## src/rtl/muldiv_ctrl.sv

```systemverilog
// muldiv_ctrl: RV32M multiply/divide unit, 32-step restoring divider and shift-add multiplier.
// Define MULDIV_FAST_MUL_EN to run MUL/MULH/MULHSU/MULHU as one single-cycle signed multiply.
module muldiv_ctrl (
  input  logic        clk,
  input  logic        rst_n,
  input  logic        in_valid,
  output logic        in_ready,
  input  logic [4:0]  in_op,
  input  logic [31:0] in_rs1,
  input  logic [31:0] in_rs2,
  input  logic [4:0]  in_rd,
  input  logic        kill,
  output logic        out_valid,
  input  logic        out_ready,
  output logic [31:0] out_result,
  output logic [4:0]  out_rd,
  output logic        busy
);

  // Op encoding: {2'b11, div, sel[1:0]}.
  //   mul sel: 00 MUL, 01 MULH, 10 MULHSU, 11 MULHU
  //   div sel: 00 DIV, 01 DIVU, 10 REM,    11 REMU
  localparam logic [1:0] AluMulPrepend = 2'b11;

  // Handshakes: a request transfers on a rising edge where in_valid & in_ready & !kill;
  // a result transfers on a rising edge where out_valid & out_ready. kill wins over both.
  typedef enum logic [1:0] {
    IDLE = 2'd0,
    CALC = 2'd1,
    DONE = 2'd2
  } state_t;

  state_t      state;
  logic [2:0]  op_q;
  logic [4:0]  rd_q;
  logic [4:0]  count;
  logic [31:0] hi;
  logic [31:0] lo;
  logic [31:0] dvs;
  logic        neg_q;
  logic        neg_r;
  logic        fast_q;
`ifdef MULDIV_FAST_MUL_EN
  logic        sext_a;
  logic        sext_b;
`endif

  // Request decode
  logic        in_is_md;
  logic        in_is_div;
  logic        in_a_signed;
  logic        in_b_signed;
  logic        in_a_neg;
  logic        in_b_neg;
  logic [31:0] mag_a;
  logic [31:0] mag_b;
  logic        div_zero;
  logic        div_ovf;
  logic        in_special;
  logic [31:0] special_res;
  logic        in_fast;

  always_comb begin
    in_is_md    = (in_op[4:3] == AluMulPrepend);
    in_is_div   = in_op[2];
    in_a_signed = in_is_div ? ~in_op[0] : (in_op[1] ^ in_op[0]);
    in_b_signed = in_is_div ? ~in_op[0] : (in_op[1:0] == 2'b01);
    in_a_neg    = in_a_signed & in_rs1[31];
    in_b_neg    = in_b_signed & in_rs2[31];
    mag_a       = in_a_neg ? (~in_rs1 + 32'd1) : in_rs1;
    mag_b       = in_b_neg ? (~in_rs2 + 32'd1) : in_rs2;
    div_zero    = in_is_md & in_is_div & (in_rs2 == 32'd0);
    div_ovf     = in_is_md & in_is_div & ~in_op[0] &
                  (in_rs1 == 32'h8000_0000) & (in_rs2 == 32'hFFFF_FFFF);
    in_special  = ~in_is_md | div_zero | div_ovf;
    special_res = 32'd0;
    if (!in_is_md) begin
      special_res = 32'd0;
    end else if (div_zero) begin
      special_res = in_op[1] ? in_rs1 : 32'hFFFF_FFFF;
    end else if (div_ovf) begin
      special_res = in_op[1] ? 32'd0 : 32'h8000_0000;
    end
`ifdef MULDIV_FAST_MUL_EN
    in_fast = in_is_md & ~in_is_div;
`else
    in_fast = 1'b0;
`endif
  end

  // One iteration step of the shared hi/lo datapath
  logic [32:0] rem_sh;
  logic [32:0] diff;
  logic [32:0] sum;
  logic [31:0] step_hi;
  logic [31:0] step_lo;
  logic [31:0] quot_fix;
  logic [31:0] rem_fix;
  logic [63:0] prod;
  logic [63:0] prod_fix;
  logic [31:0] calc_res;
`ifdef MULDIV_FAST_MUL_EN
  logic signed [63:0] fast_a;
  logic signed [63:0] fast_b;
  logic signed [63:0] fast_p;
`endif

  always_comb begin
    rem_sh = {hi, lo[31]};
    diff   = rem_sh - {1'b0, dvs};
    sum    = {1'b0, hi} + (lo[0] ? {1'b0, dvs} : 33'd0);
    if (op_q[2]) begin
      // Restoring divide: lo shifts the dividend out and the quotient in.
      step_hi = diff[32] ? rem_sh[31:0] : diff[31:0];
      step_lo = {lo[30:0], ~diff[32]};
    end else begin
      step_hi = sum[32:1];
      step_lo = {sum[0], lo[31:1]};
    end
    quot_fix = neg_q ? (~step_lo + 32'd1) : step_lo;
    rem_fix  = neg_r ? (~step_hi + 32'd1) : step_hi;
    prod     = {step_hi, step_lo};
    prod_fix = neg_q ? (~prod + 64'd1) : prod;
    if (op_q[2]) begin
      calc_res = op_q[1] ? rem_fix : quot_fix;
    end else begin
      calc_res = (op_q[1:0] == 2'b00) ? prod_fix[31:0] : prod_fix[63:32];
    end
`ifdef MULDIV_FAST_MUL_EN
    // Sign-extended 64-bit operands: equivalent to a 33x33 signed product mod 2^64.
    fast_a = {{32{sext_a & lo[31]}}, lo};
    fast_b = {{32{sext_b & dvs[31]}}, dvs};
    fast_p = fast_a * fast_b;
    if (fast_q) begin
      calc_res = (op_q[1:0] == 2'b00) ? fast_p[31:0] : fast_p[63:32];
    end
`endif
  end

  assign in_ready = (state == IDLE);
  assign busy     = (state != IDLE);

  always_ff @(posedge clk or negedge rst_n) begin
    if (!rst_n) begin
      state      <= IDLE;
      out_valid  <= 1'b0;
      out_result <= 32'd0;
      out_rd     <= 5'd0;
      op_q       <= 3'd0;
      rd_q       <= 5'd0;
      count      <= 5'd0;
      hi         <= 32'd0;
      lo         <= 32'd0;
      dvs        <= 32'd0;
      neg_q      <= 1'b0;
      neg_r      <= 1'b0;
      fast_q     <= 1'b0;
`ifdef MULDIV_FAST_MUL_EN
      sext_a     <= 1'b0;
      sext_b     <= 1'b0;
`endif
    end else if (kill) begin
      state     <= IDLE;
      out_valid <= 1'b0;
    end else begin
      case (state)
        IDLE: begin
          if (in_valid) begin
            op_q   <= in_op[2:0];
            rd_q   <= in_rd;
            count  <= 5'd31;
            neg_q  <= in_a_neg ^ in_b_neg;
            neg_r  <= in_a_neg;
            hi     <= 32'd0;
            lo     <= in_fast ? in_rs1 : mag_a;
            dvs    <= in_fast ? in_rs2 : mag_b;
            fast_q <= in_fast;
`ifdef MULDIV_FAST_MUL_EN
            sext_a <= in_a_signed;
            sext_b <= in_b_signed;
`endif
            if (in_special) begin
              state      <= DONE;
              out_valid  <= 1'b1;
              out_result <= special_res;
              out_rd     <= in_rd;
            end else begin
              state <= CALC;
            end
          end
        end
        CALC: begin
          hi    <= step_hi;
          lo    <= step_lo;
          count <= count - 5'd1;
          if ((count == 5'd0) || fast_q) begin
            state      <= DONE;
            out_valid  <= 1'b1;
            out_result <= calc_res;
            out_rd     <= rd_q;
          end
        end
        DONE: begin
          if (out_ready) begin
            state     <= IDLE;
            out_valid <= 1'b0;
          end
        end
        default: begin
          state     <= IDLE;
          out_valid <= 1'b0;
        end
      endcase
    end
  end

endmodule

```

## config.mk

```make
export PLATFORM = sky130hd
export DESIGN_NAME = muldiv_ctrl
export DESIGN_NICKNAME = d
export VERILOG_FILES = /design/src/rtl/muldiv_ctrl.sv
export SDC_FILE = /design/constraint.sdc
export NUM_CORES = 1
export LEC_CHECK = 0
export BUFFER_PORTS_ARGS = -buffer_cell sky130_fd_sc_hd__buf_2
export CORE_AREA = 8 8 202 204
export DETAILED_ROUTE_END_ITERATION = 10
export DIE_AREA = 0 0 210 212
export PLACE_DENSITY = 0.6
export SYNTH_ARGS = -nofsm -noshare
export SYNTH_HDL_FRONTEND = slang
export SYNTH_SLANG_ARGS = --single-unit
```

## constraint.sdc

```tcl
create_clock -name clk -period 10.1 [get_ports clk]
set_input_delay 1.01 -clock clk [delete_from_list [all_inputs] [get_ports clk]]
set_output_delay 1.01 -clock clk [all_outputs]
set_load 0.02 [all_outputs]
```

==> results.cfg <==
[yosys]
synth_adder_area_share_pct = 5.79
synth_top_cell_by_area = dfrtp_1
syn_nets = 2345
async_reset_ff_share_pct = 100
ys_ff_latch = 151
synth-simple-area-share_pct = 23.2
synth_most_common_cell = nand2_1
yosys_warnings = 0
netlist.area_leader.share_pct = 23.2
synth_top_flop_cell = dfrtp_1
synth_top_family_by_area = compound AO/OA/AOI/OAI gates
syn-cell-area_sq_um = 16300
synth_compound_area_share_pct = 28.3
synth-xor-area-share_pct = 9.59
syn_avg_cell_area_sq_um = 7.42
muxShareOfSynthArea_pct = 5.22
synth_common_cells = nand2_1, o21ai_0, nor2_1, a21oi_1, dfrtp_1
yosysSeqAreaShare_pct = 23.2
synth_edf_count = 0
ys_types = 98
netlist_instances = 2192
synth.area.top_cells = dfrtp_1, o21ai_0, nand2_1

[layout]
drive_gt1_share_pct = 10.8
final_util_pct = 46.9
num_antenna_cells = 0
nets = 2384
area_growth_pct = 9.41

[pwr]
internal_power_mw = 1.93
clkPwrFrac_pct = 16.3
switching_share_pct = 52.0
seq_power_share_pct = 23.6
combPwrFrac_pct = 60.0
p_leak_nw = 7.46
p_switching_mw = 2.09
ir_worst_vdd_mv = 0.163
p_per_area_nw_per_um2 = 226

[job]
maxCapViolCount = 0

[clock_network]
root_buffer = clkbuf_16
ctsResizeCount = 0
cts_num_sinks = 151
cts_tree = built
clk_pin_slew_ns = 0.07
ctsHtreeMaxLevel = 4
postCtsSetupBuffers = 0
hold_buffers = 0
cts_buffers = 17
clkLatencyLatePin_ns = 0.45
cts_buffer_depth = 2

[routing]
drt_iter0_markers = 1791
drc_errors = 0
via_count = 17200
postRouteAntennaNets = 0
drtPass1Iterations = 6
routed_wl_mm = 65.4
wl_per_cell_um = 23.7
viasPerCell = 6.24

[global_routing]
grt_pass1_wl_mm = 99.7
track_usage_pct = 28.9
grt_max_degree = 94
grt_overflow_total = 0
grt_pass1_vias = 16300
antenna_found_initial = 0

[sta]
fin_crit_sh_pct = 61.7
tns_ns = 0
hold_viol_final = 0
clock-skew-final_ns = 0.0149
period_needed_ns = 6.24
rsz0062_at_grt = no
tightest_slew_ns = 1.05
drv_slew = 0
fmax_mhz = 160
relSlewSlack_pct = 28.8
setup_viol = 0

[worst_setup_path]
cp_cell_sequence = inv_1, ha_1, fa_1, nand2b_1, a21o_1, a311oi_2, a2111oi_4, o211a_4, xnor2_4, mux2i_1, a21oi_1, ha_1, o41ai_1, or4_1, nor4_1, mux2_1, o21ai_1, a31oi_1
crit_buf_inv = 1
cp-start-kind = flip-flop
critPathRequiredTime_ns = 10.39
path_class = reg -> reg
cp-end-kind = flip-flop
timing.rr.start = lo[31]$_DFFE_PN0P_
crit_top_cell = ha_1
startpoint = lo[31]$_DFFE_PN0P_
critPathTopFamily = compound AO/OA/AOI/OAI gates
crit_fanout = 17
cp_data_arrival_time_ns = 6.53
cpPeakStageDelay_ns = 0.71
cp_slowest_cell = or4_1

[placed_design]
port_buffers = 118
gp_congestion = 0.974
place_hpwl_mm = 51.4

[worst_hold_path]
hold_start = rd_q[4]$_DFFE_PN0P_
hp-class = reg -> reg

[floorplan]
initial_core_util_pct = 42.9
num_io_pins = 119
rows = 72
fp.dieH_um = 212
dieArea_sq_um = 44500
core_sq_um = 37900
die_w_um = 210

[run_status]
status = finished clean
## area by class of cell
type,count,area [sq um]
Fill cell,3894,20100
Multi-Input combinational cell,1846,11700
Sequential cell,151,3780
Timing Repair Buffer,140,762
Tap cell,518,648
Clock buffer,20,457
Inverter,75,282
Clock inverter,10,121
## cell families after synthesis
family                   Yosys count
AO/OA/AOI/OAI                    716
XOR/XNOR                         175
multiplexers                      81
adder cells (fa/ha/maj)           74
flip-flops                       151
AND/OR/NAND/NOR                  800
buffers and inverters            195
## per-layer routing
metal	track usage [%]	part of all wire, %	vias up
li1	-	-	8094
met1	39.8	45	8337
met2	44.7	44	702
met3	5.90	7.8	99
met4	9.67	3.0	0
met5	0	0	-
## sequential cells by signal, summed over array words and instances, names as in the netlist, 3 cells and up
register    count
count           5
dvs            32
hi             32
lo             32
op_q            3
out_rd          5
out_result     32
rd_q            5
## per-stage QoR
step	area [sq um]	total power [mW]	instances	setup WS (ns)	hold WS, ns
detailed placement	17200	3.31	2730	4.03	0.471
finish	17800	4.01	2760	3.86	0.483
CTS	17800	3.97	2760	3.97	0.487
floorplan	16300	2.55	2192	5.19	0.446
global route	17800	4.25	2760	3.53	0.508
global placement	17200	3.29	2730	4.08	0.457
## worst min-delay path, stage by stage (launching register included)
cell	delay, ns
dfrtp_1	0.34
nand2_1	0.06
nand2_1	0.06
## power groups by stage
stage | clock network (mW) | registers (mW) | logic, mW
final | 0.656 | 0.948 | 2.41
after global routing | 0.685 | 0.966 | 2.60
after CTS | 0.665 | 0.944 | 2.36
after detailed placement | 0 | 0.955 | 2.35
after global placement | 0 | 0.950 | 2.34
after floorplan | 0 | 0.904 | 1.64
## placed cells by master, fill, tap and decap left out, types with 12 or more instances in the layout
cell type  netlist  routed
or3_1           22      21
o211ai_1        25      25
mux2_2          23      23
a21o_1          27      27
o21ai_0        223     223
or4_1           15      15
nor2_1         205     205
dfrtp_1        151     150
a211oi_1        17      17
nand2_1        288     287
and3_1          16      16
nand3_1         44      44
o21ai_1         13      13
o31ai_1         34      34
ha_1            72      72
clkbuf_16        0      17
buf_4            1      22
buf_2           18     117
nand2b_1        15      14
a22o_1          14      14
or2_2           12      12
xnor2_1        105     105
nor3_1          57      56
xor2_1          68      68
nor4_1          24      24
a21oi_1        156     156
mux2i_1         53      53
a311oi_1        13      13
a31oi_1         47      47
nand4_1         22      22
and2_1          45      45
inv_1           74      74
## worst paths after layout
check                                        endpoint  slack, ns  cells past startpoint
hold / removal                    rd_q[4]$_DFFE_PN0P_       0.48                      2
hold reg to reg                   rd_q[4]$_DFFE_PN0P_       0.48                      2
min in group asynchronous  out_result[29]$_DFFE_PN0P_       0.58                      1
setup / recovery           out_result[28]$_DFFE_PN0P_       3.86                     18
setup reg to reg           out_result[28]$_DFFE_PN0P_       3.86                     18
max in group asynchronous          lo[12]$_DFFE_PN0P_       8.05                      2
Note: power is estimated with default switching activity, not from simulation.
